### src/rtl/sort_order_checker_if.sv
// Avalon-ST style streaming bus: data with start/end-of-packet framing and
// a valid/ready handshake.
interface sort_order_checker_if #(
   parameter int DWIDTH = 8
);
   logic [DWIDTH-1:0] data;
   logic              sop;
   logic              eop;
   logic              valid;
   logic              ready;

   modport master (output data, sop, eop, valid, input  ready);
   modport slave  (input  data, sop, eop, valid, output ready);

endinterface

### src/rtl/avst_skid_buf.sv
// Two-entry skid buffer: registered outputs, one cycle of latency and full
// throughput, with a registered ready that drops only when both entries hold data.
module avst_skid_buf #(
   parameter int DWIDTH = 8
) (
   input  logic                 clk_i,
   input  logic                 arst_n_i,
   sort_order_checker_if.slave  snk,
   sort_order_checker_if.master src
);

   localparam int EW = DWIDTH + 2;

   logic [EW-1:0] ent0_q, ent0_d;
   logic [EW-1:0] ent1_q, ent1_d;
   logic          vld0_q, vld0_d;
   logic          vld1_q, vld1_d;
   logic          rdy_q,  rdy_d;
   logic          push;
   logic          pop;

   assign push = snk.valid & rdy_q;
   assign pop  = vld0_q & src.ready;

   // Entry 0 is always the head; a pop shifts entry 1 forward before any push lands.
   always_comb begin
      ent0_d = ent0_q;
      ent1_d = ent1_q;
      vld0_d = vld0_q;
      vld1_d = vld1_q;
      if (pop) begin
         ent0_d = ent1_q;
         vld0_d = vld1_q;
         vld1_d = 1'b0;
      end
      if (push) begin
         if (!vld0_d) begin
            ent0_d = {snk.data, snk.sop, snk.eop};
            vld0_d = 1'b1;
         end else begin
            ent1_d = {snk.data, snk.sop, snk.eop};
            vld1_d = 1'b1;
         end
      end
      rdy_d = !(vld0_d && vld1_d);
   end

   always_ff @(posedge clk_i or negedge arst_n_i) begin
      if (!arst_n_i) begin
         ent0_q <= '0;
         ent1_q <= '0;
         vld0_q <= 1'b0;
         vld1_q <= 1'b0;
         rdy_q  <= 1'b0;
      end else begin
         ent0_q <= ent0_d;
         ent1_q <= ent1_d;
         vld0_q <= vld0_d;
         vld1_q <= vld1_d;
         rdy_q  <= rdy_d;
      end
   end

   assign snk.ready                   = rdy_q;
   assign src.valid                   = vld0_q;
   assign {src.data, src.sop, src.eop} = ent0_q;

endmodule

### src/flat_wrapper.sv
// flat-port wrapper written by rule: the top's interface ports become plain ports
module avst_skid_buf_flat 
#(
   parameter int DWIDTH = 8
)
  (clk_i, arst_n_i, snk_data, snk_sop, snk_eop, snk_valid, snk_ready, src_data, src_sop, src_eop, src_valid, src_ready);
  sort_order_checker_if #(.DWIDTH(DWIDTH)) snk_i ();
  sort_order_checker_if #(.DWIDTH(DWIDTH)) src_i ();
  input  logic clk_i;
  input  logic arst_n_i;
  input wire logic [$bits(snk_i.data)-1:0] snk_data;
  input wire logic [$bits(snk_i.sop)-1:0] snk_sop;
  input wire logic [$bits(snk_i.eop)-1:0] snk_eop;
  input wire logic [$bits(snk_i.valid)-1:0] snk_valid;
  output wire logic [$bits(snk_i.ready)-1:0] snk_ready;
  output wire logic [$bits(src_i.data)-1:0] src_data;
  output wire logic [$bits(src_i.sop)-1:0] src_sop;
  output wire logic [$bits(src_i.eop)-1:0] src_eop;
  output wire logic [$bits(src_i.valid)-1:0] src_valid;
  input wire logic [$bits(src_i.ready)-1:0] src_ready;
  assign snk_i.data = snk_data;
  assign snk_i.sop = snk_sop;
  assign snk_i.eop = snk_eop;
  assign snk_i.valid = snk_valid;
  assign snk_ready = snk_i.ready;
  assign src_data = src_i.data;
  assign src_sop = src_i.sop;
  assign src_eop = src_i.eop;
  assign src_valid = src_i.valid;
  assign src_i.ready = src_ready;
  avst_skid_buf #(.DWIDTH(DWIDTH)) u_core (.clk_i(clk_i), .arst_n_i(arst_n_i), .snk(snk_i), .src(src_i));
endmodule
### config.mk
export PLATFORM = sky130hd
export DESIGN_NAME = avst_skid_buf_flat
export DESIGN_NICKNAME = d
export VERILOG_FILES = /design/src/rtl/sort_order_checker_if.sv /design/src/rtl/avst_skid_buf.sv /design/src/flat_wrapper.sv
export SDC_FILE = /design/constraint.sdc
export NUM_CORES = 1
export LEC_CHECK = 0
export CAP_MARGIN = 5
export CORE_MARGIN = 2
export CORE_UTILIZATION = 47
export CTS_CLUSTER_SIZE = 25
export DETAILED_ROUTE_END_ITERATION = 7
export HOLD_SLACK_MARGIN = 0.03
export PLACE_DENSITY_LB_ADDON = 0.15
export SETUP_SLACK_MARGIN = 0.1
export SKIP_LAST_GASP = 1
export SLEW_MARGIN = 20
export SYNTH_ARGS = -nofsm -noshare
export SYNTH_HDL_FRONTEND = slang
export SYNTH_SLANG_ARGS = --single-unit
export TNS_END_PERCENT = 50
### constraint.sdc
create_clock -name clk_i -period 1.9 [get_ports clk_i]
set_clock_uncertainty 0.2 [all_clocks]
set_input_delay 0.285 -clock clk_i [delete_from_list [all_inputs] [get_ports clk_i]]
set_output_delay 0.285 -clock clk_i [all_outputs]
set_load 0.02 [all_outputs]
Word level (Yosys, flattened, before mapping):

Cells that the tools add are included.
Widths: inputs -> output; s select.

* register bits: 23
* input bits: 14
* output and inout bits: 12
* logic and storage cells: 18

* reduce and logical (&&, ||, !) cells: 3
* bitwise logic cells: 2
* muxes and demuxes: 8

Operator list (count)
* $mux 10: 3
* $mux 1: 5
* $and 1x1->1: 2
* $reduce_and 2->1: 1
* $logic_and 1x1->1: 1
* $logic_not 1->1: 1

Depth between registers and ports, before layout:

* depth in word-level cells: 6
* mapped depth: 4
* mapped depth without buffers: 3

Worst setup path after synthesis:

No wires, ideal clock.

* path kind: register -> register
* from: reg u_core.vld0_q, in the netlist u_core.src.valid
* to: reg u_core.ent1_q[0]
* data arrival time: 1.374 ns
* clock period less this slack: 1.699 ns
* library setup time: 0.125 ns
* path buffers: 1
* data required time: 1.575 ns
* path slack: 0.201 ns
* stages on the path, launching flop included: 5
* cell sequence: dfrtp_1 -> inv_1 -> or3_4 -> buf_6 -> mux2_4

* longest elaborated chain between the ends: 3

RTL lines
* start: declaration: line avst_skid_buf.sv:16 `logic vld0_q, vld0_d;`
* start signal: assignment: line avst_skid_buf.sv:58 `vld0_q <= vld0_d;`
* $and 1x1->1: line avst_skid_buf.sv:23 `assign pop = vld0_q & src.ready;`
* $mux 1 *: line avst_skid_buf.sv:31 `if (pop) begin`
* $reduce_and 2->1 (no line) *
* end signal: assignment: line avst_skid_buf.sv:57 `ent1_q <= ent1_d;`
* end: declaration: line avst_skid_buf.sv:15 `logic [EW-1:0] ent1_q, ent1_d;`

Mark *: on every way between the ends. The rest lies on a longest branch, timed or not.
A chain may end at the register's enable or synchronous reset.

Worst setup path in the final report:

* from: reg u_core.ent0_q[2]
* to: out src_data[0]

RTL lines
* start: declaration: line avst_skid_buf.sv:14 `logic [EW-1:0] ent0_q, ent0_d;`
* start signal: assignment: line avst_skid_buf.sv:56 `ent0_q <= ent0_d;`
* end: declaration: line flat_wrapper.sv:16 `output wire logic [$bits(src_i.data)-1:0] src_data;`

No word-level cell between the ends.

==> tab_implementation.tex <==
\begin{tabular}{lr}
\hline
Metric & Value \\
\hline
\multicolumn{2}{l}{\textbf{GRT}} \\
Wire length of the first global-routing pass & 3150 microns \\
Pin count of the biggest net entering global routing & 24 \\
Number of antenna violations at the first check in global routing & 0 \\
Global-route total usage across every layer & 0.170 \\
Final global-route overflow total & 0 \\
Number of global-route vias before repair & 704 \\
\multicolumn{2}{l}{\textbf{Drt}} \\
Detailed-route DRC error count & 0 \\
Via count & 644 \\
Starting DRC count in detailed routing & 2 \\
Final routed wirelength across all metal layers & 1810 microns \\
Mean routed wirelength per cell & 14.3 microns \\
First-pass iteration count of the detailed router & 3 \\
Final ANT Viol Nets & 0 \\
Ratio of routed vias to standard cells & 5.07 \\
\multicolumn{2}{l}{\textbf{Logic synthesis}} \\
Flops \& latches, synth & 23 \\
Synth warn & 0 \\
Post-synthesis net count & 81 \\
Gate count after technology mapping & 67 \\
Fraction of the yosys area taken by sequential cells & 0.554 \\
Mapped cell area & 1040 sq um \\
Post-synthesis area per instance & 15.5 sq um \\
Post-synth cell types & 12 \\
\multicolumn{2}{l}{\textbf{Power}} \\
Worst voltage drop across the vdd grid & 0.822 mV \\
Power per standard cell area & 1610 nW/um\^{}2 \\
Leakage Power & 0.653 nW \\
\multicolumn{2}{l}{\textbf{Timing}} \\
Final Hold Slack & 117 ps \\
Transition time of the tightest slew-check pin & 290 ps \\
Setup repair after global routing missed its margin & true \\
Setup slack of the critical path after layout & 144 ps \\
Remaining max-slew budget at the tightest pin & 0.806 \\
Part of the cycle the worst path needs & 0.924 \\
Highest Clock Rate & 570 MHz \\
Final setup vio count & 0 \\
Minimum clock period & 1760 ps \\
Number of pins with negative max-slew slack in the final report & 0 \\
Total Neg Setup Slack & 0 ps \\
Total count of hold-check failures in the final report & 0 \\
\multicolumn{2}{l}{\textbf{Place}} \\
Placer congestion estimate & 0.806 \\
DP HPWL & 1320 microns \\
Post-placement worst setup slack & -81.3 ps \\
Quantity of I/O buffers inserted on ports & 25 \\
\multicolumn{2}{l}{\textbf{Layout}} \\
Antenna Diode Count & 0 \\
Layout area overhead & 32.9\% \\
Sequential cell area & 576 sq um \\
Nets & 114 \\
Count of filler cells inserted in the layout & 173 \\
Multi-input logic area & 439 sq um \\
Layout cell share with drive strength beyond 1 & 0.414 \\
\multicolumn{2}{l}{\textbf{Hold path}} \\
Kind of path behind the tightest hold check & primary input to asynchronous set/reset pin \\
\multicolumn{2}{l}{\textbf{Floorplanning}} \\
Die width & 51.0 microns \\
Die height & 51.0 microns \\
Total core area & 2150 sq um \\
Initial cell density of the core & 0.484 \\
Total Die Area & 2600 sq um \\
Row count & 17 \\
Number of top-level design ports & 26 \\
\multicolumn{2}{l}{\textbf{Worst setup path}} \\
Critical Path Start Type & register \\
WP data required & 1410 ps \\
Crit path max-delay family & buffers and inverters \\
Maximum fanout along the worst path & 2 \\
Worst Setup Path Type & register to output port \\
Worst Path Arrival & 1270 ps \\
WP buf/inv & 1 \\
Peak per-stage delay on the critical path & 600 ps \\
Worst path slowest cell & sky130\_fd\_sc\_hd\_\_clkdlybuf4s50\_1 \\
CP Cell Sequence & clkdlybuf4s50\_1 \\
Endpoint kind of the worst setup timing path & output port \\
\multicolumn{2}{l}{\textbf{CTS}} \\
Count of clock tree sinks & 23 \\
TritonCTS buffer count & 3 \\
Clock latency on the worst-skew pair & 300 ps \\
CTS tree & built \\
Level count of the clock H-tree & 1 \\
Buffer type at the clock tree root & sky130\_fd\_sc\_hd\_\_clkbuf\_4 \\
\# hold bufs at CTS & 0 \\
Longest Clk Path Bufs & 2 \\
Clk slew on worst S/H paths & 120 ps \\
\multicolumn{2}{l}{\textbf{Flow run}} \\
Count of max-cap constraint violations & 0 \\
\multicolumn{2}{l}{\textbf{Run status}} \\
Outcome & complete, no violations \\
\hline
\end{tabular}
==> metal layers <==
layer  part of all wire  global-route usage
met1               0.43               0.193
met2               0.52               0.292
met3              0.038              0.0292
met4              0.014               0.108
met5                  0                   0
==> synth_stat cells <==
library cell,n,share of area
sky130_fd_sc_hd__buf_6,1,0.011
sky130_fd_sc_hd__o21bai_1,1,0.0072
sky130_fd_sc_hd__mux2_2,21,0.23
sky130_fd_sc_hd__dfrtp_1,23,0.55
sky130_fd_sc_hd__mux2_4,9,0.13
sky130_fd_sc_hd__maj3_1,1,0.0096
sky130_fd_sc_hd__nor2b_4,1,0.013
sky130_fd_sc_hd__nand2_1,5,0.018
sky130_fd_sc_hd__inv_1,1,0.0036
sky130_fd_sc_hd__buf_2,2,0.0096
sky130_fd_sc_hd__nand2b_1,1,0.0060
sky130_fd_sc_hd__or3_4,1,0.011
==> where the power goes <==
| group | internal [mW] | switching, mW | total, mW |
|---|---|---|---|
| registers | 0.738 | 0.134 | 0.872 |
| logic | 0.693 | 0.435 | 1.13 |
| clock network | 0.0818 | 0.137 | 0.219 |
| total | 1.51 | 0.706 | 2.22 |
==> path summary, 6_finish.rpt <==
check	from	end	slack, ps	depth (start not counted)
hold / removal	arst_n_i	u_core.ent1_q[5]$_DFFE_PN0P_	120	2
hold reg to reg	u_core.ent1_q[0]$_DFFE_PN0P_	u_core.ent1_q[0]$_DFFE_PN0P_	320	1
max in group asynchronous	arst_n_i	u_core.ent1_q[1]$_DFFE_PN0P_	1160	2
setup / recovery	u_core.ent0_q[2]$_DFF_PN0_	src_data[0]	140	1
min in group clk_i	u_core.ent1_q[0]$_DFFE_PN0P_	u_core.ent1_q[0]$_DFFE_PN0P_	320	1
setup reg to reg	u_core.src.valid$_DFF_PN0_	u_core.ent1_q[6]$_DFFE_PN0P_	300	3
==> layout make-up <==
type	count	share of cell area
Sequential cell	23	0.417
Multi-Input combinational cell	40	0.318
Timing Repair Buffer	31	0.218
Tap cell	28	0.0254
Clock buffer	4	0.0190
Inverter	1	0.00272
==> state kept, by name (all words and copies together), names as in the netlist <==
| signal | flops |
|---|---|
| u_core.ent0_q | 10 |
| u_core.snk.ready | 1 |
| u_core.ent1_q | 10 |
| u_core.vld1_q | 1 |
| u_core.src.valid | 1 |
==> timing repair <==
item                                    in CTS  in global routing
setup buffers                                0                  0
resized for setup                            1                  3
endpoints found under the setup margin       2                  7
==> layout by cell type, fill, tap and decap left out <==
cell                               n
sky130_fd_sc_hd__nor2b_4           1
sky130_fd_sc_hd__maj3_1            1
sky130_fd_sc_hd__inv_1             1
sky130_fd_sc_hd__o21bai_1          1
sky130_fd_sc_hd__clkbuf_4          3
sky130_fd_sc_hd__mux2_4            9
sky130_fd_sc_hd__nand2b_1          1
sky130_fd_sc_hd__or3_4             1
sky130_fd_sc_hd__buf_4             6
sky130_fd_sc_hd__mux2_2           21
sky130_fd_sc_hd__clkdlybuf4s50_1  21
sky130_fd_sc_hd__dlygate4sd2_1     1
sky130_fd_sc_hd__nand2_1           5
sky130_fd_sc_hd__clkbuf_1          1
sky130_fd_sc_hd__dfrtp_1          23
sky130_fd_sc_hd__dlymetal6s2s_1    3
==> through the flow <==
| step | util | instance area (sq um) | power, mW | cells |
|---|---|---|---|---|
| after floorplan | - | 1040 | 1.62 | 67 |
| after global placement | 0.628 | 1350 | 2.00 | 123 |
| after detailed placement | 0.628 | 1350 | 2.04 | 123 |
| after CTS | 0.639 | 1370 | 2.26 | 127 |
| after global routing | 0.643 | 1380 | 2.37 | 127 |
| final | 0.643 | 1380 | 2.22 | 127 |
==> kinds of logic (layout without fill, tap and decap cells) <==
family                     after synthesis  after routing  share of synthesized area
AOI/OAI and AO/OA                        1              1                    0.00722
adders and majority gates                1              1                    0.00963
DFF                                     23             23                      0.554
buffers and inverters                    4             36                     0.0241
muxes                                   30             30                      0.357
and+or+nand+nor                          8              8                     0.0481
(Power assumes the default switching activity.)
